--- src/rtl/rtype_encoder_if.sv ---
// Request and instruction-memory write bundle for the R-type encoder.
// Latency: none, this is wiring only.
// Backpressure: in_ready and mem_ready travel with the signals they qualify.
interface rtype_encoder_if;
    logic        in_valid;
    logic        in_ready;
    logic [2:0]  in_op;
    logic [4:0]  in_rs;
    logic [4:0]  in_rt;
    logic [4:0]  in_rd;
    logic        mem_we;
    logic        mem_ready;
    logic [7:0]  mem_addr;
    logic [31:0] mem_wdata;
    logic [4:0]  count;
    logic        wrapped;

    // Requester side: offers ALU ops and acts as the instruction memory.
    modport master (
        output in_valid, in_op, in_rs, in_rt, in_rd, mem_ready,
        input  in_ready, mem_we, mem_addr, mem_wdata, count, wrapped
    );

    // Encoder side.
    modport slave (
        input  in_valid, in_op, in_rs, in_rt, in_rd, mem_ready,
        output in_ready, mem_we, mem_addr, mem_wdata, count, wrapped
    );
endinterface

--- src/rtl/rtype_encoder.sv ---
// Small synchronous FIFO with registered occupancy, used to queue encoded words.
// Latency: a pushed word is visible at head_dat one cycle after the push edge when empty.
// Backpressure: none internally; the caller must not push when full or pop when empty.
module rtype_fifo #(
    parameter int WIDTH = 32,
    parameter int DEPTH = 4
) (
    input  logic             clk,
    input  logic             rst,
    input  logic             push,
    input  logic [WIDTH-1:0] push_dat,
    input  logic             pop,
    output logic [WIDTH-1:0] head_dat,
    output logic [4:0]       count
);
    localparam int AW = $clog2(DEPTH);

    logic [WIDTH-1:0] store [DEPTH];
    logic [AW-1:0]    wr_ptr;
    logic [AW-1:0]    rd_ptr;

    // Pointer and occupancy bookkeeping; push and pop together leave count unchanged.
    always_ff @(posedge clk) begin
        if (rst) begin
            wr_ptr <= '0;
            rd_ptr <= '0;
            count  <= '0;
        end else begin
            if (push) wr_ptr <= wr_ptr + 1'b1;
            if (pop)  rd_ptr <= rd_ptr + 1'b1;
            case ({push, pop})
                2'b10:   count <= count + 5'd1;
                2'b01:   count <= count - 5'd1;
                default: count <= count;
            endcase
        end
    end

    // Payload storage needs no reset: occupancy alone says which entries are live.
    always_ff @(posedge clk) begin
        if (push) store[wr_ptr] <= push_dat;
    end

    assign head_dat = store[rd_ptr];
endmodule

// Encodes ALU-op requests into MIPS R-type words and writes them to sequential instruction-memory addresses.
// Latency: one cycle from accept into an empty queue to mem_we, through a DEPTH-entry FIFO.
// Backpressure: in_ready drops only when the FIFO is full; mem_ready=0 holds the write head and address in place.
module rtype_encoder #(
    parameter logic [7:0] BASE_ADDR = 8'h00,
    parameter int         DEPTH     = 4
) (
    input  logic              clk,
    input  logic              rst,
    rtype_encoder_if.slave    bus
);
    typedef struct packed {
        logic [5:0] opcode;
        logic [4:0] rs;
        logic [4:0] rt;
        logic [4:0] rd;
        logic [4:0] shamt;
        logic [5:0] funct;
    } rtype_t;

    rtype_t      enc;
    logic [31:0] head_dat;
    logic [4:0]  count;
    logic        push;
    logic        pop;
    logic [7:0]  addr_q;
    logic        wrapped_q;

    // Build the R-type word; nop (and anything unmapped) becomes an all-zero word.
    always_comb begin
        enc       = '0;
        enc.rs    = bus.in_rs;
        enc.rt    = bus.in_rt;
        enc.rd    = bus.in_rd;
        case (bus.in_op)
            3'b010:  enc.funct = 6'h20;
            3'b110:  enc.funct = 6'h22;
            3'b111:  enc.funct = 6'h2A;
            3'b000:  enc.funct = 6'h24;
            3'b001:  enc.funct = 6'h25;
            3'b101:  enc.funct = 6'h26;
            3'b100:  enc.funct = 6'h27;
            default: enc       = '0;
        endcase
    end

    // Readiness comes from registered occupancy only, so a same-cycle write never frees a full slot.
    assign push = bus.in_valid && bus.in_ready;
    assign pop  = bus.mem_we && bus.mem_ready;

    rtype_fifo #(
        .WIDTH (32),
        .DEPTH (DEPTH)
    ) u_fifo (
        .clk      (clk),
        .rst      (rst),
        .push     (push),
        .push_dat (enc),
        .pop      (pop),
        .head_dat (head_dat),
        .count    (count)
    );

    // Write address advances once per completed write; wrapped latches the FF->00 rollover.
    always_ff @(posedge clk) begin
        if (rst) begin
            addr_q    <= BASE_ADDR;
            wrapped_q <= 1'b0;
        end else if (pop) begin
            addr_q <= addr_q + 8'd1;
            if (addr_q == 8'hFF) wrapped_q <= 1'b1;
        end
    end

    assign bus.count     = count;
    assign bus.in_ready  = (count != 5'(DEPTH));
    assign bus.mem_we    = (count != 5'd0);
    assign bus.mem_wdata = bus.mem_we ? head_dat : 32'h0;
    assign bus.mem_addr  = addr_q;
    assign bus.wrapped   = wrapped_q;
endmodule
--- src/flat_wrapper.sv ---
// flat-port wrapper written by rule: the top's interface ports become plain ports
module rtype_encoder_flat 
#(
    parameter logic [7:0] BASE_ADDR = 8'h00,
    parameter int         DEPTH     = 4
)
  (clk, rst, bus_in_valid, bus_in_op, bus_in_rs, bus_in_rt, bus_in_rd, bus_mem_ready, bus_in_ready, bus_mem_we, bus_mem_addr, bus_mem_wdata, bus_count, bus_wrapped);
  rtype_encoder_if bus_i ();
  input  logic clk;
  input  logic rst;
  input wire logic [$bits(bus_i.in_valid)-1:0] bus_in_valid;
  input wire logic [$bits(bus_i.in_op)-1:0] bus_in_op;
  input wire logic [$bits(bus_i.in_rs)-1:0] bus_in_rs;
  input wire logic [$bits(bus_i.in_rt)-1:0] bus_in_rt;
  input wire logic [$bits(bus_i.in_rd)-1:0] bus_in_rd;
  input wire logic [$bits(bus_i.mem_ready)-1:0] bus_mem_ready;
  output wire logic [$bits(bus_i.in_ready)-1:0] bus_in_ready;
  output wire logic [$bits(bus_i.mem_we)-1:0] bus_mem_we;
  output wire logic [$bits(bus_i.mem_addr)-1:0] bus_mem_addr;
  output wire logic [$bits(bus_i.mem_wdata)-1:0] bus_mem_wdata;
  output wire logic [$bits(bus_i.count)-1:0] bus_count;
  output wire logic [$bits(bus_i.wrapped)-1:0] bus_wrapped;
  assign bus_i.in_valid = bus_in_valid;
  assign bus_i.in_op = bus_in_op;
  assign bus_i.in_rs = bus_in_rs;
  assign bus_i.in_rt = bus_in_rt;
  assign bus_i.in_rd = bus_in_rd;
  assign bus_i.mem_ready = bus_mem_ready;
  assign bus_in_ready = bus_i.in_ready;
  assign bus_mem_we = bus_i.mem_we;
  assign bus_mem_addr = bus_i.mem_addr;
  assign bus_mem_wdata = bus_i.mem_wdata;
  assign bus_count = bus_i.count;
  assign bus_wrapped = bus_i.wrapped;
  rtype_encoder #(.BASE_ADDR(BASE_ADDR), .DEPTH(DEPTH)) u_core (.clk(clk), .rst(rst), .bus(bus_i));
endmodule
--- config.mk ---
export PLATFORM = sky130hd
export DESIGN_NAME = rtype_encoder_flat
export DESIGN_NICKNAME = d
export VERILOG_FILES = /design/src/rtl/rtype_encoder_if.sv /design/src/rtl/rtype_encoder.sv /design/src/flat_wrapper.sv
export SDC_FILE = /design/constraint.sdc
export NUM_CORES = 1
export LEC_CHECK = 0
export BUFFER_PORTS_ARGS = -buffer_cell sky130_fd_sc_hd__buf_2
export CAP_MARGIN = 20
export CORE_ASPECT_RATIO = 0.75
export CORE_MARGIN = 3
export CORE_UTILIZATION = 55
export DETAILED_ROUTE_END_ITERATION = 12
export PLACE_DENSITY = 0.86
export SLEW_MARGIN = 20
export SYNTH_ARGS = -nofsm -noshare
export SYNTH_HDL_FRONTEND = slang
export SYNTH_HIERARCHICAL = 1
export SYNTH_SLANG_ARGS = --single-unit
--- constraint.sdc ---
create_clock -name clk -period 6.73 [get_ports clk]
set_input_delay 0.3365 -clock clk [delete_from_list [all_inputs] [get_ports clk]]
set_output_delay 0.3365 -clock clk [all_outputs]
set_load 0.01 [all_outputs]
==> run metrics <==
fillers=703; CTS tree=done; Ys Warns=6; Layout area overhead=20.5%; most common library cell in the layout ignoring fill and taps=edfxtp_1; post-route setup TNS=0 ps; Slew headroom=0.401; crit-path cells=or4_4 > o21ai_0 > inv_1 > ha_1 > xor2_1 > ha_1 > nor3_1 > o211ai_2 > o31ai_2 > mux2_1; sequential fraction of the synthesis area=0.699; Max Transition Viols Final=0; share of layout cells above drive strength 1=0.297; clock root cell=clkbuf_16; Post-CTS Resized=0; Routed wire per std cell=18.0 um; die footprint=12400 um^2; Hold Path Origin=bus_in_op[2]; Critical Path AT=3560 ps; Mapped Area=6070 um^2; FF-to-FF End=u_core/u_fifo/count[4]$_SDFFE_PP0P_; hpwl dp=6.53 mm; WP data required=7020 ps; CP max FO=9; Antenna diodes=0; most frequent cells in the layout=128 x edfxtp_1, 69 x buf_2, 49 x and2_1; worst hold path cell count=1; Finish-stage setup viols=0; Hold Path Class=in2reg; crit path buf inv count=1; dpl cell area=6670 um^2; Cell Rows=32; vias in the first global route=3418; gr usage total=0.190; total number of vias=3242; total grt overflow=0; Critical Path Start Type=flip-flop; drt first-iter violations=300; initial antenna violation count=0; Max Cap Viol=0; nature of the critical path endpoint=flip-flop; RSZ-0062 raised after global routing=no; FF-to-FF Start=u_core/u_fifo/count[1]$_SDFFE_PP0P_; Crit. Startpoint=u_core/u_fifo/count[1]$_SDFFE_PP0P_; final-report hold violation count=0; slowest CP cell=or4_4; Top Ports=70; R2R Setup Slk=3470 ps; Worst path top cell family by delay=simple AND/OR/NAND/NOR gates; syn avg cell area=17.7 um^2; #FFs+latches synth=148; post-layout util=0.695; Max Root-Sink Buffers=2; Worst IR Drop VDD=0.000325 V; core area=10500 um^2; PD cells=447 nW/um^2; chip width=127 um; clock-pin slew on the worst setup and hold paths=60 ps; synth unique cells=40; Setup Fix Bufs, Post-CTS=0; GP Congestion=0.747; DP Cell Count=579; H-tree depth=4; clock sink count=148; hold slack=220 ps; Tightest Pin Transition=898 ps; Non-Filler Instances=610; DRC=0; Mapped Cells=344; final WL=11.0 mm; period utilization=0.485; cts hold-fix bufs=0; Worst path most repeated cell=ha_1; Leak=0.00276 uW; largest net degree at the start of global routing=33; total CTS buffers=17; final layout net count=493; Setup CP Type=reg2reg; Die Ht=97.0 um; fmax=306 MHz; status=completed; design area=7320 um^2; worst hold endpoint=u_core/u_fifo/store[2][1]$_DFFE_PP_; Pre-Repair DR Iteration Count=4; Vias/cell=5.31; Antenna Nets Post-Route=0; Port Buffers=69; CP peak stage delay=630 ps; first-pass GRT wire length=17.7 mm; Post-Route Skew=9.55 ps; Starting Density=0.577; fin crit period=3260 ps; Skew-Pair Late Insertion Delay=410 ps; reg2reg path depth=10
==> synthesized netlist by cell type <==
| library cell | n | area [um^2] |
|---|---|---|
| dfxtp_1 | 20 | 400 |
| o21ai_0 | 5 | 25.0 |
| buf_6 | 5 | 56.3 |
| mux2i_1 | 3 | 30.0 |
| conb_1 | 1 | 3.75 |
| mux2_4 | 1 | 15.0 |
| and4_4 | 1 | 11.3 |
| nor3_1 | 2 | 10.0 |
| nand4bb_1 | 1 | 11.3 |
| mux4_2 | 32 | 721 |
| a211o_1 | 1 | 8.76 |
| edfxtp_1 | 128 | 3840 |
| inv_1 | 7 | 26.3 |
| and2_1 | 53 | 332 |
| nand2_1 | 3 | 11.3 |
| a21oi_1 | 2 | 10.0 |
| o211ai_1 | 1 | 7.51 |
| ha_1 | 9 | 113 |
| nand4b_1 | 1 | 8.76 |
| xor2_1 | 11 | 96.3 |
| o31ai_2 | 1 | 12.5 |
| or3_1 | 1 | 6.26 |
| and3_1 | 2 | 12.5 |
| o2111ai_1 | 3 | 26.3 |
| a21oi_2 | 1 | 8.76 |
| buf_1 | 3 | 11.3 |
| nor4b_1 | 1 | 8.76 |
| nor2b_1 | 2 | 12.5 |
| buf_2 | 4 | 20.0 |
| clkbuf_1 | 5 | 18.8 |
| o211ai_2 | 1 | 12.5 |
| xnor2_1 | 3 | 26.3 |
| mux2_1 | 1 | 11.3 |
| a31oi_1 | 2 | 12.5 |
| and4_1 | 2 | 17.5 |
| buf_4 | 2 | 15.0 |
| nand3b_1 | 1 | 7.51 |
| nor2_1 | 20 | 75.1 |
| or2_1 | 1 | 6.26 |
| or4_4 | 1 | 11.3 |
==> cell type report <==
class	count	area, um^2	area share
inverters	7	26.3	0.00359
repair buffers	71	368	0.0503
clock inverters	13	213	0.0291
clock buffers	18	429	0.0587
flip-flops and latches	148	4250	0.580
well taps	136	170	0.0233
multi-input cells	217	1860	0.255
==> routing by layer <==
metal | vias up | track usage | routed length [um]
met4 | 0 | 0.0651 | 139
li1 | 1501 | - | -
met3 | 15 | 0.0640 | 683
met1 | 1625 | 0.245 | 4630
met2 | 101 | 0.305 | 5550
met5 | - | 0 | 0
==> stage by stage <==
stage / power [uW] / setup slack (ps)
2_1_floorplan: 1930 / 3660
3_3_place_gp: 2210 / 3650
3_5_place_dp: 2270 / 3520
4_1_cts: 3310 / 3490
5_1_grt: 3440 / 3200
6_report: 3270 / 3470
==> power breakdown <==
part / leakage [uW] / total [uW] / internal, uW / switching (uW)
sequential: 0.00134 / 1200 / 1130 / 72.7
combinational: 0.00111 / 1050 / 472 / 574
clock: 0.000310 / 1020 / 686 / 335
total: 0.00276 / 3270 / 2290 / 982
==> flip-flops by register name, indices dropped and copies added, names as in the netlist, named ones only <==
name                  count
u_core/u_fifo/store     128
u_core/bus.mem_addr       8
u_core/u_fifo/count       5
u_core/u_fifo/rd_ptr      2
u_core/u_fifo/wr_ptr      2
u_core/bus.wrapped        1
==> cells by family after synthesis <==
family | Yosys count | synth area share
AO/OA/AOI/OAI | 17 | 0.0204
multiplexers | 37 | 0.128
other | 1 | 0.000617
buffers and inverters | 26 | 0.0243
flip-flops | 148 | 0.699
AND/OR/NAND/NOR | 92 | 0.0892
XOR/XNOR | 14 | 0.0202
adder cells (fa/ha/maj) | 9 | 0.0185
==> how the worst max path moves through the flow <==
stage / end / depth (start not counted)
2_1_floorplan: u_core/u_fifo/count[4]$_SDFFE_PP0P_ / 12
3_3_place_gp: u_core/u_fifo/count[4]$_SDFFE_PP0P_ / 10
3_5_place_dp: u_core/u_fifo/count[4]$_SDFFE_PP0P_ / 10
4_1_cts: u_core/u_fifo/count[4]$_SDFFE_PP0P_ / 10
5_1_grt: u_core/u_fifo/count[4]$_SDFFE_PP0P_ / 10
6_report: u_core/u_fifo/count[4]$_SDFFE_PP0P_ / 10
No activity file was read; power rests on OpenSTA's default activity.
